`src/rtl/uart_pkg.sv`:
```
`default_nettype none
// ============================================================================
//  Module      : uart_pkg
//  Description : Shared UART definitions: receiver state encoding, parity
//                mode constants (common to RX and TX) and bit-period helper.
//  Revision    : 1.0 - initial release
// ============================================================================
package uart_pkg;

    typedef enum logic [2:0] {
        IDLE   = 3'd0,
        START  = 3'd1,
        DATA   = 3'd2,
        PARITY = 3'd3,
        STOP1  = 3'd4,
        STOP2  = 3'd5,
        DONE   = 3'd6
    } uart_rx_state_t;

    localparam int PAR_NONE = 0;
    localparam int PAR_ODD  = 1;
    localparam int PAR_EVEN = 2;

    // Clock cycles per serial bit, truncated; clk_freq is given in MHz.
    function automatic int cycles_per_bit(input int clk_freq, input int bit_rate);
        longint l_cyc;
        l_cyc = (longint'(clk_freq) * 64'sd1_000_000) / longint'(bit_rate);
        return int'(l_cyc);
    endfunction

endpackage
`default_nettype wire

```
`src/rtl/uart_rx_sync.sv`:
```
`default_nettype none
// ============================================================================
//  Module      : uart_rx_sync
//  Description : Two-flop synchroniser for the asynchronous serial input plus
//                falling-edge detection on the synchronised line. All flops
//                reset to 1 (line idle) so reset release never looks like a
//                start bit.
//  Revision    : 1.0 - initial release
// ============================================================================
module uart_rx_sync (
    input  logic clk,
    input  logic rst_n,
    input  logic i_rx,
    output logic o_rx,
    output logic o_fall
);

    logic r_meta;
    logic r_sync;
    logic r_prev;

    // Metastability chain plus one history flop for edge detection.
    always_ff @(posedge clk or negedge rst_n) begin
        if (!rst_n) begin
            r_meta <= 1'b1;
            r_sync <= 1'b1;
            r_prev <= 1'b1;
        end else begin
            r_meta <= i_rx;
            r_sync <= r_meta;
            r_prev <= r_sync;
        end
    end

    assign o_rx   = r_sync;
    assign o_fall = r_prev & ~r_sync;

endmodule
`default_nettype wire

```
`src/rtl/uart_rx_to_axis.sv`:
```
`default_nettype none
// ============================================================================
//  Module      : uart_rx_to_axis
//  Description : UART receiver presenting received words on an AXI-Stream
//                master port through a single-entry output buffer.
//                Optional macro UART_RX_ERR_TUSER_EN: errored words are
//                delivered with m_axis_tuser = {frame_err, parity_err};
//                without it, errored words are discarded.
//  Revision    : 1.0 - initial release
// ============================================================================
module uart_rx_to_axis
    import uart_pkg::*;
#(
    parameter int CLK_FREQ      = 100,
    parameter int BIT_RATE      = 115200,
    parameter int BIT_PER_WORD  = 8,
    parameter int PARITY_BIT    = 0,
    parameter int STOP_BITS_NUM = 1
) (
    input  logic                    aclk,
    input  logic                    aresetn,
    input  logic                    rx,
    output logic [BIT_PER_WORD-1:0] m_axis_tdata,
    output logic                    m_axis_tvalid,
    input  logic                    m_axis_tready,
`ifdef UART_RX_ERR_TUSER_EN
    output logic [1:0]              m_axis_tuser,
`endif
    output logic                    parity_err,
    output logic                    frame_err,
    output logic                    overrun_err,
    output logic                    busy
);

    localparam int CPB  = cycles_per_bit(CLK_FREQ, BIT_RATE);
    localparam int HALF = CPB / 2;
    localparam int CW   = $clog2(CPB + 1);

    localparam logic [CW-1:0] c_cpb_m1   = CW'(CPB - 1);
    localparam logic [CW-1:0] c_half_m1  = CW'(HALF - 1);
    localparam logic [3:0]    c_last_bit = 4'(BIT_PER_WORD - 1);
    localparam logic          c_par_odd  = (PARITY_BIT == PAR_ODD);

    uart_rx_state_t r_state;
    uart_rx_state_t w_state_next;

    logic                    w_rx;
    logic                    w_fall;
    logic                    w_tick;
    logic [CW-1:0]           r_cnt;
    logic [3:0]              r_bit_cnt;
    logic [BIT_PER_WORD-1:0] r_shift;
    logic                    r_par_err;
    logic                    r_frm_err;

    uart_rx_sync u_sync (
        .clk    (aclk),
        .rst_n  (aresetn),
        .i_rx   (rx),
        .o_rx   (w_rx),
        .o_fall (w_fall)
    );

    // START samples after half a bit; every later sample is one full bit on.
    assign w_tick = (r_state == START) ? (r_cnt == c_half_m1) : (r_cnt == c_cpb_m1);
    assign busy   = (r_state != IDLE);

    // State register.
    always_ff @(posedge aclk or negedge aresetn) begin
        if (!aresetn) begin
            r_state <= IDLE;
        end else begin
            r_state <= w_state_next;
        end
    end

    // Next-state logic: advance on each bit-period tick.
    always_comb begin
        w_state_next = r_state;
        case (r_state)
            IDLE:   if (w_fall) w_state_next = START;
            START:  if (w_tick) w_state_next = w_rx ? IDLE : DATA;
            DATA:   if (w_tick && (r_bit_cnt == c_last_bit))
                        w_state_next = (PARITY_BIT != PAR_NONE) ? PARITY : STOP1;
            PARITY: if (w_tick) w_state_next = STOP1;
            STOP1:  if (w_tick) w_state_next = (STOP_BITS_NUM == 2) ? STOP2 : DONE;
            STOP2:  if (w_tick) w_state_next = DONE;
            DONE:   w_state_next = IDLE;
            default: w_state_next = IDLE;
        endcase
    end

    // Bit timing, data shifting and per-frame error flags.
    always_ff @(posedge aclk or negedge aresetn) begin
        if (!aresetn) begin
            r_cnt     <= '0;
            r_bit_cnt <= '0;
            r_shift   <= '0;
            r_par_err <= 1'b0;
            r_frm_err <= 1'b0;
        end else begin
            if ((r_state == IDLE) || w_tick) begin
                r_cnt <= '0;
            end else begin
                r_cnt <= r_cnt + CW'(1);
            end

            if (r_state == IDLE) begin
                r_bit_cnt <= '0;
                r_par_err <= 1'b0;
                r_frm_err <= 1'b0;
            end else if (w_tick) begin
                case (r_state)
                    DATA: begin
                        // LSB arrives first, so shift in from the top.
                        r_shift   <= {w_rx, r_shift[BIT_PER_WORD-1:1]};
                        r_bit_cnt <= r_bit_cnt + 4'd1;
                    end
                    PARITY: r_par_err <= ((^{r_shift, w_rx}) != c_par_odd);
                    STOP1, STOP2: if (!w_rx) r_frm_err <= 1'b1;
                    default: ;
                endcase
            end
        end
    end

    // Output buffer: commit in DONE, release on handshake, one-cycle error pulses.
    always_ff @(posedge aclk or negedge aresetn) begin
        if (!aresetn) begin
            m_axis_tdata  <= '0;
            m_axis_tvalid <= 1'b0;
`ifdef UART_RX_ERR_TUSER_EN
            m_axis_tuser  <= 2'b00;
`endif
            parity_err    <= 1'b0;
            frame_err     <= 1'b0;
            overrun_err   <= 1'b0;
        end else begin
            parity_err  <= 1'b0;
            frame_err   <= 1'b0;
            overrun_err <= 1'b0;

            if (m_axis_tvalid && m_axis_tready) begin
                m_axis_tvalid <= 1'b0;
            end

            if (r_state == DONE) begin
                parity_err <= r_par_err;
                frame_err  <= r_frm_err;
`ifdef UART_RX_ERR_TUSER_EN
                if (!m_axis_tvalid || m_axis_tready) begin
                    m_axis_tdata  <= r_shift;
                    m_axis_tuser  <= {r_frm_err, r_par_err};
                    m_axis_tvalid <= 1'b1;
                end else begin
                    overrun_err <= 1'b1;
                end
`else
                if (!(r_par_err || r_frm_err)) begin
                    if (!m_axis_tvalid || m_axis_tready) begin
                        m_axis_tdata  <= r_shift;
                        m_axis_tvalid <= 1'b1;
                    end else begin
                        overrun_err <= 1'b1;
                    end
                end
`endif
            end
        end
    end

endmodule
`default_nettype wire

```
`config.mk`:
```
export PLATFORM = sky130hd
export DESIGN_NAME = uart_rx_to_axis
export DESIGN_NICKNAME = d
export VERILOG_FILES = /design/src/rtl/uart_pkg.sv /design/src/rtl/uart_rx_sync.sv /design/src/rtl/uart_rx_to_axis.sv
export SDC_FILE = /design/constraint.sdc
export NUM_CORES = 1
export LEC_CHECK = 0
export CELL_PAD_IN_SITES_DETAIL_PLACEMENT = 0
export CELL_PAD_IN_SITES_GLOBAL_PLACEMENT = 1
export CORE_ASPECT_RATIO = 2
export CORE_MARGIN = 4
export CORE_UTILIZATION = 35
export CTS_CLUSTER_DIAMETER = 60
export DETAILED_ROUTE_END_ITERATION = 12
export PLACE_DENSITY_LB_ADDON = 0.3
export SLEW_MARGIN = 30
export SYNTH_ARGS = -nofsm -noshare
export SYNTH_HDL_FRONTEND = slang
export SYNTH_HIERARCHICAL = 1
export SYNTH_SLANG_ARGS = --single-unit
export TNS_END_PERCENT = 100
```
`constraint.sdc`:
```
create_clock -name aclk -period 1.8 [get_ports aclk]
set_clock_uncertainty 0.05 [all_clocks]
set_input_delay 0.27 -clock aclk [delete_from_list [all_inputs] [get_ports aclk]]
set_output_delay 0.27 -clock aclk [all_outputs]
set_load 0.05 [all_outputs]
```
### Word level (Yosys, flattened, before mapping)

Index checks and enable logic that the tools add are counted.

| storage, ports and cells | value |
|---|---|
| word-level logic and storage cells | 83 |
| output and inout bits | 13 |
| bits of input ports | 4 |
| register bits after elaboration | 42 |

| cells by class | value |
|---|---|
| reductions and logical operators | 20 |
| multiplexer cells | 28 |
| add/subtract/negate cells | 2 |
| bitwise operators | 4 |
| equality and inequality tests | 15 |

Operators by type and width:

| cell | number |
|---|---|
| 1-bit 2-to-1 mux | 17 |
| 3-bit 2-to-1 mux | 5 |
| 3-bit one-hot mux with 5 select lines | 1 |
| 4-bit 2-to-1 mux | 3 |
| 10-bit by 1-bit adder with 10-bit output (second input constant) | 1 |
| 10-bit equality test (second input constant) | 1 |
| 10-bit by 9-bit equality test with 1-bit output (second input constant) | 1 |
| 10-bit 2-to-1 mux | 1 |
| 3-bit equality test (second input constant) | 3 |
| 3-bit AND reduction | 3 |
| 9-bit XOR reduction | 1 |
| 2-bit inequality test (second input constant) | 4 |
| 2-bit nonzero test | 4 |
| 3-bit by 2-bit equality test with 1-bit output (second input constant) | 2 |
| 5-bit AND reduction | 1 |
| 4-bit by 1-bit adder with 4-bit output (second input constant) | 1 |
| 4-bit by 3-bit equality test with 1-bit output (second input constant) | 1 |
| 2-bit by 1-bit inequality test with 1-bit output (second input constant) | 2 |
| 2-bit AND reduction | 2 |
| 3-bit by 1-bit equality test with 1-bit output (second input constant) | 1 |
| 3-bit logical NOT | 1 |
| 1-bit logical OR | 3 |
| 1-bit inverter | 3 |
| 3-bit nonzero test | 1 |
| other kinds (5) | 6 |

### Logic depth before layout (Yosys ltp)

| depth | value |
|---|---|
| depth in word-level cells | 5 |
| mapped depth | 7 |
| gate-level depth less buffers | 6 |

### By module

Netlist, hierarchy kept.

By module, submodules not included:

| module | sequential area each (µm²) | instances | area each (µm²) | cells an instance |
|---|---|---|---|---|
| uart_rx_to_axis | 975.9 | 1 | 1,858.0 | 163 |
| uart_rx_sync | 78.8 | 1 | 92.6 | 4 |

### Worst setup path after synthesis

No wires, ideal clock.

| path | value |
|---|---|
| path kind | reg-to-reg |
| start | reg r_state[1] |
| end | reg r_shift[0] |
| clock period less this slack | 1.848 ns |
| path buffers | 2 |
| setup time | 0.125 ns |
| arrival | 1.673 ns |
| path slack | -0.048 ns |
| cell stages (with the launch flop) | 8 |
| required time | 1.625 ns |
| cells stage by stage | dfrtp_1 buf_6 nor3b_1 mux2i_1 and2_1 buf_6 nand3_4 mux2_2 |

| on the way | value |
|---|---|
| cells in the longest elaborated chain, start to end | 3 |
| elaborated cells between the ends (all ways) | 6 |
| classes of those cells | eq/ne: 2; mux: 1; bitwise: 1; reduce/logical: 2 |

Ends and longest elaborated chain:

| item | RTL line | RTL |
|---|---|---|
| from (decl) | uart_rx_to_axis.sv:44 | `uart_rx_state_t r_state;` |
| from (signal assigned) | uart_rx_to_axis.sv:73 | `r_state <= w_state_next;` |
| 3-bit by 1-bit equality test with 1-bit output or 3-bit logical NOT (tied branches) | uart_rx_to_axis.sv:65, uart_rx_to_axis.sv:108 |  |
| 1-bit 2-to-1 mux or 1-bit inverter (tied branches) | -- |  |
| 3-bit AND reduction (no source line) (*) | -- |  |
| to (signal assigned) | uart_rx_to_axis.sv:116 | `r_shift <= {w_rx, r_shift[BIT_PER_WORD-1:1]};` |
| to (decl) | uart_rx_to_axis.sv:52 | `logic [BIT_PER_WORD-1:0] r_shift;` |

Every way passes the cells marked *; elsewhere a longest branch is shown, timed or not.
A chain may end at the register's enable or synchronous reset.

### Worst setup path after layout

| path | value |
|---|---|
| start | reg r_cnt[2] |
| end | reg r_bit_cnt[2] |

| on the way | value |
|---|---|
| cells in the longest elaborated chain, start to end | 4 |
| elaborated cells between the ends (all ways) | 5 |
| classes of those cells | eq/ne: 2; mux: 1; reduce/logical: 2 |

Ends and longest elaborated chain:

| item | RTL line | RTL |
|---|---|---|
| from (decl) | uart_rx_to_axis.sv:50 | `logic [CW-1:0] r_cnt;` |
| from (signal assigned) | uart_rx_to_axis.sv:105 | `r_cnt <= r_cnt + CW'(1);` |
| 10-bit equality test or 10-bit by 9-bit equality test with 1-bit output (tied branches) | uart_rx_to_axis.sv:65 | `assign w_tick = (r_state == START) ? (r_cnt == c_half_m1) : (r_cnt == c_cpb_m1);` |
| 1-bit 2-to-1 mux (*) | uart_rx_to_axis.sv:65 |  |
| 2-bit nonzero test (no source line) (*) | -- |  |
| 2-bit AND reduction (no source line) (*) | -- |  |
| to (signal assigned) | uart_rx_to_axis.sv:117 | `r_bit_cnt <= r_bit_cnt + 4'd1;` |
| to (decl) | uart_rx_to_axis.sv:51 | `logic [3:0] r_bit_cnt;` |

Marked as above.

==> results.md <==
* Hold Slack at slightly above 0.3 ns
* Fin crit period at 1.79 ns
* Total track usage at 0.128
* Placer Congestion at a little over 0.8
* Synth warn at 6
* Crit Reg-Reg Startpoint: r_cnt[2]$_DFF_PN0_
* Worst rel slew slack at 0.681
* CTS Buffer Depth at 2
* Final antenna-violating net count at 0
* Cells after Synth at approximately 170
* Fin crit share at 0.994
* Status: complete, no violations
* Slew Viols, Final at 0
* Crit path kind: reg2reg
* Die width at between 60 and 70 um
* Flop pwr share at 0.514
* Post-synth EDFFs at 0
* Count leader, synth: dfrtp_1
* CTS Root Cell: clkbuf_8
* RSZ-0062 raised after global routing: yes
* Post-Syn Area at a little under 2000 um2
* Endpoints failing hold at 0
* Largest area contributor in the synthesized netlist: dfrtp_1
* Psw at 0.545 mW
* Fill count at 536
* Sw frac at 0.253
* Via count at 1334
* Num ports at 17
* Global-route wire length before repair at between 6000 and 7000 um
* Max frequency at about 0.56 GHz
* Max Fanout on Critical Path at 3
* Die Area at just under 7000 um2
* CTS buffer count at 5
* Pre-antenna DRT Iters at 3
* CP Capture Type: flop
* Area share of the largest cell type after synthesis at 0.500
* Max IR drop VDD at approximately 760 uV
* PnR Total Power at 2.15 mW
* IO buf count at 16
* CTS H-tree lvls at 2
* Worst EP required at approximately 1.9 ns
* Starting Density at 0.360
* Antenna violations before repair at 0
* Iteration-0 DRC Markers at 46
* Worst hold-check path type: reg2reg
* Std cell rows at 38
* P&R area growth vs syn at 25.5%
* Routed len/inst at about 15 um
* Setup-failing EPs final at 0
* DR DRC count at 0
* Most used flip-flop cell after synthesis: dfrtp_1
* Storage element area at 1050 um2
* Nets at 208
* Clock share of power at 0.339
* DRT Wirelength at roughly 4000 um
* Inserted Diodes at 0
* Synth unique cells at 38
* Worst-margin pin slew at around 0.48 ns
* Largest net degree at the start of global routing at 24
* Worst EP arrival at ~1.9 ns
* Syn Area/Cell at between 10 and 15 um2
* Multi-input combinational cell area at ~890 um2
* Post-synthesis net count at 173
* Worst setup SP type: flop
* Worst-path clk slew at 0.08 ns
* Sequential cell area fraction in the yosys report at 0.541
* Worst hold path startpoint: u_sync/r_meta$_DFF_PN1_
* Grt ovf at 0
* TritonCTS clock tree: built
* Clock Latency Late Sink at 0.29 ns
* Post-synth top cells: dfrtp_1, nor2_1, mux2_2, xnor2_1, nand3_1
* Vias per cell at between 5 and 6
* Total core area at approximately 5400 um2
* PwrDens at just under 900 nW/um2
* Leakage at approximately 1.2 nW
* Die Y at between 100 and 150 um
* Synth area leaders: dfrtp_1, mux2_2, xnor2_1
* Combinational share of power at 0.147
* Yosys reg bits at 42
* CTS sink cnt at 42
* Internal power at about 1.6 mW
* Share of cells above drive strength 1 at 0.384
* Worst setup path startpoint: r_cnt[2]$_DFF_PN0_
* Async S/R FF share, synth at 1.00
* Vias in the first global route at about 1500
* Max_cap viols at 0
* DP Wirelength at ~3000 um
==> layer usage <==
metal  track usage  wire [um]
met2         0.241       2420
met1         0.129       1410
met3        0.0249         92
met4        0.0535         74
met5             0          0
==> state kept, by name, indices dropped and copies added (netlist names) <==
name	count
r_cnt	10
m_axis_tdata	8
r_shift	8
r_bit_cnt	4
r_state	3
frame_err	1
m_axis_tvalid	1
overrun_err	1
parity_err	1
r_frm_err	1
r_par_err	1
u_sync/o_rx	1
u_sync/r_meta	1
u_sync/r_prev	1
==> worst max-delay path, cell delays in order (launching register included) <==
cell	delay [ns]
dfrtp_1	0.39
nand2b_4	0.15
nor4b_4	0.32
buf_4	0.17
nand3_1	0.10
mux2_4	0.32
a22o_1	0.17
==> cell type report <==
class	count	area share
repair buffers	35	0.126
inverters	4	0.00613
well taps	60	0.0307
flip-flops and latches	42	0.431
multi-input cells	114	0.362
clock inverters	3	0.0164
clock buffers	5	0.0281
==> stage by stage <==
step           setup slack, ns  setup TNS [ns]  utilization  area [um2]  cells
2_1_floorplan           0.0109               0            -        1960    167
3_3_place_gp            0.0505               0        0.411        2230    250
3_5_place_dp          -0.00958        -0.00958        0.411        2230    250
4_1_cts                 0.0186               0        0.440        2380    261
5_1_grt                -0.0656          -0.438        0.452        2450    263
6_report                0.0106               0        0.452        2450    263
==> cells in the final DEF (no fill, tap or decap), types with 3 or more instances in the layout <==
master / synthesis / layout
clkbuf_8: 0 / 5
nand2b_1: 4 / 3
xor2_1: 3 / 3
nand4_1: 3 / 3
dfrtp_1: 39 / 39
buf_6: 3 / 4
buf_4: 1 / 25
nand2_1: 9 / 8
xnor2_1: 13 / 13
nand3_1: 11 / 11
nor2_1: 20 / 19
mux2_2: 17 / 16
dfstp_2: 3 / 3
inv_1: 4 / 3
and3_1: 5 / 5
==> kinds of logic after synthesis <==
| kind of cell | Yosys count | synth area share |
|---|---|---|
| simple gates | 66 | 0.191 |
| flops | 42 | 0.541 |
| mux | 18 | 0.103 |
| xor+xnor | 16 | 0.0718 |
| compound gates | 12 | 0.0449 |
| buf+inv | 11 | 0.0353 |
| fa+ha+maj | 2 | 0.0128 |
==> power groups by stage <==
| stage | registers, mW | logic, mW | clock network, mW |
|---|---|---|---|
| final | 1.11 | 0.316 | 0.729 |
| after global routing | 1.11 | 0.357 | 0.791 |
| after CTS | 1.11 | 0.292 | 0.754 |
| after detailed placement | 1.13 | 0.285 | 0 |
| after global placement | 1.12 | 0.275 | 0 |
| after floorplan | 1.12 | 0.148 | 0 |
==> worst paths after layout <==
path	cells past startpoint	slack, ns	to
worst min-delay path	0	0.31	u_sync/o_rx$_DFF_PN1_
worst min register to register	0	0.31	u_sync/o_rx$_DFF_PN1_
max in group asynchronous	3	0.73	u_sync/o_rx$_DFF_PN1_
min in group asynchronous	2	0.41	r_par_err$_DFFE_PN0P_
worst max-delay path	6	0.01	r_bit_cnt[2]$_DFFE_PN0P_
worst max register to register	6	0.01	r_bit_cnt[2]$_DFFE_PN0P_
==> what timing repair did <==
item | CTS | global route
gates resized for setup | 6 | 13
setup buffers | 2 | 3
cloned | 0 | 0
hold buffers | 1 | 0
endpoints found under the hold margin | 19 | 0
pin swaps | 1 | 9
endpoints found under the setup margin | 9 | 29
Power figures use the tool's default switching activity.
